**config.mk**
```make
export PLATFORM = sky130hd
export DESIGN_NAME = lcd_arbiter
export DESIGN_NICKNAME = d
export VERILOG_FILES = /design/src/rtl/lcd_arbiter.sv
export SDC_FILE = /design/constraint.sdc
export NUM_CORES = 1
export LEC_CHECK = 0
export ABC_CLOCK_PERIOD_IN_PS = 3300
export CAP_MARGIN = 20
export CORE_MARGIN = 4
export CORE_UTILIZATION = 42
export CTS_BUF_LIST = sky130_fd_sc_hd__clkbuf_8
export CTS_CLUSTER_DIAMETER = 50
export DETAILED_ROUTE_END_ITERATION = 7
export GPL_TIMING_DRIVEN = 0
export PLACE_DENSITY = 0.93
export SLEW_MARGIN = 40
export SYNTH_ARGS = -nofsm -noshare
export SYNTH_HDL_FRONTEND = slang
export SYNTH_SLANG_ARGS = --single-unit
```
**constraint.sdc**
```tcl
create_clock -name CLK -period 3.3 [get_ports CLK]
set_clock_uncertainty 0.05 [all_clocks]
set_input_delay 0.33 -clock CLK [delete_from_list [all_inputs] [get_ports CLK]]
set_output_delay 0.33 -clock CLK [all_outputs]
set_load 0.02 [all_outputs]
```
**src/rtl/lcd_arbiter.sv**
```systemverilog
// Round-robin, burst-granular arbiter sharing one character-LCD write port between two clients.
// Owner writes are forwarded registered one cycle late; an optional hold limit revokes long grants.
module lcd_arbiter #(
    parameter logic [31:0] MAX_HOLD = 32'd0
) (
    input  logic       CLK,
    input  logic       RST,
    input  logic       c0_req,
    input  logic       c0_we,
    input  logic       c0_row,
    input  logic [3:0] c0_col,
    input  logic [7:0] c0_char,
    output logic       c0_gnt,
    output logic       c0_busy,
    input  logic       c1_req,
    input  logic       c1_we,
    input  logic       c1_row,
    input  logic [3:0] c1_col,
    input  logic [7:0] c1_char,
    output logic       c1_gnt,
    output logic       c1_busy,
    output logic       lcd_row,
    output logic [3:0] lcd_col,
    output logic [7:0] lcd_char,
    output logic       lcd_we,
    input  logic       lcd_busy,
    output logic       preempt
);

    typedef enum logic [1:0] {
        IDLE  = 2'd0,
        OWN0  = 2'd1,
        OWN1  = 2'd2,
        DRAIN = 2'd3
    } state_t;

    state_t      state_reg, state_next;
    logic        last_reg, last_next;
    logic [31:0] hold_cnt_reg, hold_cnt_next;
    logic        preempt_reg, preempt_next;
    logic        lcd_we_reg;
    logic        lcd_row_reg;
    logic [3:0]  lcd_col_reg;
    logic [7:0]  lcd_char_reg;

    logic [1:0]  req;
    logic [1:0]  we;
    logic [1:0]  row_in;
    logic [3:0]  col_in  [2];
    logic [7:0]  char_in [2];
    logic [1:0]  gnt;
    logic [1:0]  busy;

    logic        owning;
    logic        own_idx;
    logic        accept;
    logic        other_req;
    logic        hold_limit;

    assign req        = {c1_req, c0_req};
    assign we         = {c1_we, c0_we};
    assign row_in     = {c1_row, c0_row};
    assign col_in[0]  = c0_col;
    assign col_in[1]  = c1_col;
    assign char_in[0] = c0_char;
    assign char_in[1] = c1_char;

    assign owning  = (state_reg == OWN0) || (state_reg == OWN1);
    assign own_idx = (state_reg == OWN1);

    // A client may write only while it owns the port and the driver path is idle.
    generate
        for (genvar gi = 0; gi < 2; gi++) begin : g_client
            assign gnt[gi]  = owning && (own_idx == 1'(gi));
            assign busy[gi] = ~gnt[gi] | lcd_busy | lcd_we_reg;
        end
    endgenerate

    assign c0_gnt  = gnt[0];
    assign c1_gnt  = gnt[1];
    assign c0_busy = busy[0];
    assign c1_busy = busy[1];

    assign accept     = owning && we[own_idx] && !busy[own_idx];
    assign other_req  = req[~own_idx];
    // >= rather than == so a limit reached during an accepted write still fires next idle cycle.
    assign hold_limit = (MAX_HOLD != 32'd0) && (hold_cnt_reg >= (MAX_HOLD - 32'd1));

    always_comb begin
        state_next    = state_reg;
        last_next     = last_reg;
        hold_cnt_next = hold_cnt_reg;
        preempt_next  = 1'b0;
        case (state_reg)
            IDLE: begin
                hold_cnt_next = 32'd0;
                if (req[0] && req[1]) begin
                    // last==1 means client 1 was served last, so client 0 wins the tie.
                    state_next = last_reg ? OWN0 : OWN1;
                    last_next  = ~last_reg;
                end else if (req[0]) begin
                    state_next = OWN0;
                    last_next  = 1'b0;
                end else if (req[1]) begin
                    state_next = OWN1;
                    last_next  = 1'b1;
                end
            end
            OWN0, OWN1: begin
                if (!req[own_idx]) begin
                    state_next    = DRAIN;
                    hold_cnt_next = 32'd0;
                end else if (hold_limit && other_req && !accept) begin
                    state_next    = DRAIN;
                    preempt_next  = 1'b1;
                    hold_cnt_next = 32'd0;
                end else if (other_req) begin
                    if (hold_cnt_reg != 32'hFFFF_FFFF) begin
                        hold_cnt_next = hold_cnt_reg + 32'd1;
                    end
                end else begin
                    hold_cnt_next = 32'd0;
                end
            end
            DRAIN: begin
                if (!lcd_we_reg && !lcd_busy) begin
                    state_next = IDLE;
                end
            end
            default: begin
                state_next = IDLE;
            end
        endcase
    end

    always_ff @(posedge CLK) begin
        if (RST) begin
            state_reg    <= IDLE;
            last_reg     <= 1'b1;
            hold_cnt_reg <= 32'd0;
            preempt_reg  <= 1'b0;
            lcd_we_reg   <= 1'b0;
            lcd_row_reg  <= 1'b0;
            lcd_col_reg  <= 4'd0;
            lcd_char_reg <= 8'd0;
        end else begin
            state_reg    <= state_next;
            last_reg     <= last_next;
            hold_cnt_reg <= hold_cnt_next;
            preempt_reg  <= preempt_next;
            lcd_we_reg   <= accept;
            if (accept) begin
                lcd_row_reg  <= row_in[own_idx];
                lcd_col_reg  <= col_in[own_idx];
                lcd_char_reg <= char_in[own_idx];
            end
        end
    end

    assign lcd_we   = lcd_we_reg;
    assign lcd_row  = lcd_row_reg;
    assign lcd_col  = lcd_col_reg;
    assign lcd_char = lcd_char_reg;
    assign preempt  = preempt_reg;

endmodule

```
Word level (Yosys, flattened, before mapping)

Cells that the tools add are included.

Output and inout port bits: 19
RAM bits: 0
Register bits: 17
Word-level logic and storage cells: 62
Latch bits: 0
Bits of input ports: 33
Memory bits (read-only): 0
Memories: 0

Reductions and logical operators: 15
Order comparisons: 2
Bitwise logic cells: 9
Add/sub/neg operators: 0
Shift operators: 0
Divide/modulo/power cells: 0
Multiply operators: 0
Eq/ne operators: 6
Mux-type cells: 24

Operator list:

| kind                                                     | number |
|---|---|
| two-way mux 8 bit                                        | 3 |
| two-way mux 2 bit                                        | 6 |
| two-way mux 4 bit                                        | 3 |
| two-way mux 1 bit                                        | 11 |
| logical AND 1 bit                                        | 6 |
| one-hot mux 2 bit (3 select lines)                       | 1 |
| equality test 2 bit, second input constant               | 2 |
| != test 2 bit, second input constant                     | 2 |
| != test 4 bit, second input constant                     | 1 |
| NOT 1 bit                                                | 4 |
| bitwise OR 1 bit                                         | 4 |
| logical NOT 1 bit                                        | 3 |
| AND reduction 3 bit                                      | 1 |
| nonzero test 3 bit                                       | 1 |
| equality test 2 x 1 -> 1 bit, second input constant      | 1 |
| greater-or-equal comparator 2 bit, second input constant | 1 |
| logical NOT 2 bit                                        | 1 |
| < comparator 1 x 2 -> 1 bit, second input constant       | 1 |
| NOT 1 -> 2 bit                                           | 1 |
| AND reduction 2 bit                                      | 1 |
| OR reduction 2 bit                                       | 1 |
| logical OR 1 bit                                         | 1 |

Longest topological paths before layout

Word-level depth: 10
Mapped depth: 8
Gate-level depth less buffers: 6

Least setup slack after synthesis

Ideal clock, no wire load.

Kind: reg-to-reg
Start: reg state_reg[0]
End: reg lcd_char_reg[3], in the netlist lcd_char[3]
Setup slack: 1177 ps
Library setup time: 80 ps
Data required time: 3170 ps
Arrival: 1993 ps
Period minus slack after synthesis: 2123 ps
Stages on the path, launching flop included: 9
Path buffers: 2
Path through: dfxtp_1 > inv_1 > ha_1 > buf_6 > nand3b_4 > a2111oi_4 > buf_6 > nor2_1 > a211oi_2

Longest elaborated chain between the ends: 10
Elaborated cells between the ends (all ways): 23
Classes of those cells: 2 x eq/ne; 7 x mux; 8 x bitwise; 6 x reduce/logical

Ends and longest elaborated chain:

| element                                                             | line   | source |
|---|---|---|
| start: declaration                                                  | 37     | `state_t state_reg, state_next;` |
| start signal: assignment                                            | 147    | `state_reg <= state_next;` |
| equality test 2 x 1 -> 1 bit or equality test 2 bit (tied branches) | 68, 69 |  |
| logical OR 1 bit                                                    | 68     | `assign owning = (state_reg == OWN0) \|\| (state_reg == OWN1);` |
| logical AND 1 bit (*)                                               | 74     | `assign gnt[gi] = owning && (own_idx == 1'(gi));` |
| net c1_gnt                                                          | 20     | `output logic c1_gnt,` |
| NOT 1 bit (*)                                                       | 75     | `assign busy[gi] = ~gnt[gi] \| lcd_busy \| lcd_we_reg;` |
| bitwise OR 1 bit (*) (2 in a row)                                   | 75     |  |
| two-way mux 1 bit (implied by the code) (*) (2 in a row)            | 84     | `assign accept = owning && we[own_idx] && !busy[own_idx];` |
| logical NOT 1 bit (*)                                               | 84     |  |
| logical AND 1 bit (*)                                               | 84     |  |
| end signal: assignment                                              | 155    | `lcd_char_reg <= char_in[own_idx];` |
| end: declaration                                                    | 44     | `logic [7:0] lcd_char_reg;` |

Mark *: on every way through the listed nets, which the timed path passes. The rest lies on a longest branch. The select of a mux whose other input is x is not followed.
A chain may end at the register's enable or synchronous reset.

Worst setup path after layout

Start: reg state_reg[0]
End: out c1_busy

Longest elaborated chain between the ends: 6
Elaborated cells between the ends (all ways): 7
Classes of those cells: 2 x eq/ne; 3 x bitwise; 2 x reduce/logical

Ends and longest elaborated chain:

| element                                                             | line   | source |
|---|---|---|
| equality test 2 x 1 -> 1 bit or equality test 2 bit (tied branches) | 68, 69 |  |
| logical OR 1 bit                                                    | 68     |  |
| logical AND 1 bit (*)                                               | 74     |  |
| NOT 1 bit (*)                                                       | 75     |  |
| bitwise OR 1 bit (*) (2 in a row)                                   | 75     |  |
| end: declaration                                                    | 21     | `output logic c1_busy,` |

Every way passes the cells marked *; elsewhere a longest branch is shown, timed or not.

==> summary.txt <==
Clock network
  • Clk_lat worst skew: 250 ps
  • Cts hold-fix bufs: 0
  • Post_cts resized: 0
  • Clk buf depth: 2
  • Clock sink count: 17
  • CTS Buf Count: 3
  • Root buf cell: clkbuf_8
  • TritonCTS clock tree: yes
  • Clock slew at reported path FFs: 60 ps
  • Setup bufs post-CTS: 0
  • H-tree depth: 1

Timing
  • RSZ-0062 raised after global routing: false
  • Final slew viol count: 0
  • Setup-failing EPs final: 0
  • Final period util: 79.39%
  • Fmax: 381.7 MHz
  • Setup TNS Final: 0 ps
  • Slew Limit Headroom: 53.89%
  • Actual slew at the worst max-slew pin: 691.6 ps
  • Final hold violation count: 0
  • Tmin final: 2620 ps

Yosys
  • Yosys warns: 0
  • Syn avg cell area: 10.08 um2
  • Yosys reg bits: 17
  • Synthesized Nets: 131
  • Mapped Cells: 93
  • Post-Syn Area: 937.1 um2
  • Post-synthesis sequential area ratio: 36.32%
  • Post-synth cell types: 25

Worst setup path
  • Slowest CP cell: clkdlybuf4s50_1
  • Max incr delay on CP: 560 ps
  • Critical Path End Type: output port
  • Worst EP arrival: 2240 ps
  • Kind of critical path: flop to output port
  • CP Max Fanout: 10
  • Startpoint types: flop
  • Critical Path RT: 2920 ps
  • CP Cell Sequence: inv_1 > ha_1 > buf_6 > clkbuf_1 > nand2_1 > clkdlybuf4s50_1

Finish
  • Layout Area Growth over Synthesis: 60.75%
  • Diodes inserted: 0
  • Nets: 185
  • Max reg flops: 8
  • Most common cell after layout, fill and taps aside: clkdlybuf4s50_1
  • Filler cells: 155
  • Final core utilization: 73.77%
  • Layout cells sized above 1: 11.64%
  • Most frequent cells in the layout: clkdlybuf4s50_1, dfxtp_1, nor2_1

Placed design
  • Post-DP HPWL: 1838 um
  • IO Port Bufs: 49
  • GPL Wtd Cong: 0.7575

Flow run
  • Max-cap violations: 0

Floorplanning
  • Ports: 52
  • Die width: 55.24 um
  • Core Footprint: 0.002042 mm2
  • # rows: 16
  • Initial core utilization: 45.89%
  • Full die area: 0.003051 mm2
  • Die height: 55.24 um

Route
  • Routed WL per cell: 13.42 um
  • DRT iter0 DRCs: 8
  • Residual DRC count: 0
  • Vias per cell: 5.069
  • Max Used Layer: met4
  • Detailed-route via count: 877
  • Antenna violation net count after detailed routing: 0
  • Final wirelength: 2322 um
  • DRT Pass-1 Iters: 4
  • WL met2: 1030 um
  • DR WL met3: 267 um
  • M1 WL: 985 um

Global routing
  • Gr ovfl total: 0
  • Global-route wire length before repair: 3877 um
  • Total GRT Usage: 15.70%
  • Vias in the first global route: 865
  • Largest net degree at the start of global routing: 11
  • Antenna violations before repair: 0

Power
  • Largest vdd supply drop: 0.3553 mV
  • Leakage: 0.5422 nW
  • Total power draw: 839.3 uW
  • Pwr per Cell Area: 557.1 mW/mm2

Min path
  • Hold Crit Class: input port to flop

Status
  • Status: complete, no violations
worst paths after layout:
check,start,to,slack [ps],depth (start not counted)
hold / removal,RST,lcd_we$_SDFF_PP0_,400,2
hold reg to reg,last_reg$_SDFFE_PP1P_,last_reg$_SDFFE_PP1P_,440,1
setup reg to reg,state_reg[0]$_SDFFE_PP0P_,lcd_col[0]$_SDFFE_PP0P_,1050,8
setup / recovery,state_reg[0]$_SDFFE_PP0P_,c1_busy,680,6
metrics by stage:
step	setup WS, ps	cell area (um2)	hold slack, ps	std cells
after floorplan	1177	937.1	406.4	93
after global placement	953.8	1461	423.6	169
after detailed placement	916.8	1461	437.5	169
after CTS	637.8	1506	398.0	173
after global routing	526.4	1506	430.8	173
final	680.1	1506	401.7	173
cell usage after synthesis:
master | count | area [um2]
mux2i_1 | 13 | 130.1
nand2_1 | 5 | 18.77
buf_6 | 2 | 22.52
buf_4 | 2 | 15.01
o21a_1 | 1 | 7.510
conb_1 | 1 | 3.750
ha_1 | 5 | 62.56
buf_1 | 1 | 3.750
nor2b_1 | 2 | 12.51
nand2b_1 | 1 | 6.260
a211oi_1 | 7 | 52.55
nor2_1 | 16 | 60.06
nor3_1 | 1 | 5.000
a221o_1 | 1 | 10.01
inv_1 | 3 | 11.26
nand3b_4 | 1 | 20.02
a21oi_1 | 1 | 5.000
a221oi_1 | 1 | 8.760
a2111oi_4 | 1 | 27.53
dfxtp_1 | 17 | 340.3
clkbuf_1 | 2 | 7.510
o221ai_1 | 1 | 8.760
mux2_2 | 1 | 11.26
o221a_2 | 1 | 11.26
a211oi_2 | 6 | 75.07
critical path, delay by kind of cell (launching register included):
| kind | cells | cell delay, ps |
|---|---|---|
| flops | 1 | 340 |
| simple gates | 1 | 100 |
| fa+ha+maj | 1 | 190 |
| buf+inv | 4 | 1370 |
per-layer routing:
metal	vias up	global-route usage [%]
li1	434	-
met1	395	17.45
met2	44	24.83
met3	4	7.459
met4	0	7.986
met5	-	0
report_power, final:
part	leakage, nW	internal, mW	switching, mW	total, mW
Combinational	0.377	0.217	0.212	0.429
Sequential	0.138	0.240	0.0224	0.263
Clock	0.0269	0.0824	0.0657	0.148
cell type report:
cell class,count,area (um2),share of cell area [%]
buffer,7,48.80,3.239
clock buffer,3,41.29,2.741
clock inverter,1,3.754,0.2492
inverter,3,11.26,0.7475
multi-input combinational,66,536.8,35.63
sequential,17,340.3,22.59
tap,27,33.78,2.243
timing repair buffer,49,490.5,32.56
cell families after synthesis:
logic type,synth area share (%)
AO/OA/AOI/OAI,22.03
adder cells (fa/ha/maj),6.676
buffers and inverters,6.408
flip-flops,36.32
multiplexers,15.09
other,0.4001
AND/OR/NAND/NOR,13.08
Note: power is estimated with default switching activity, not from simulation.
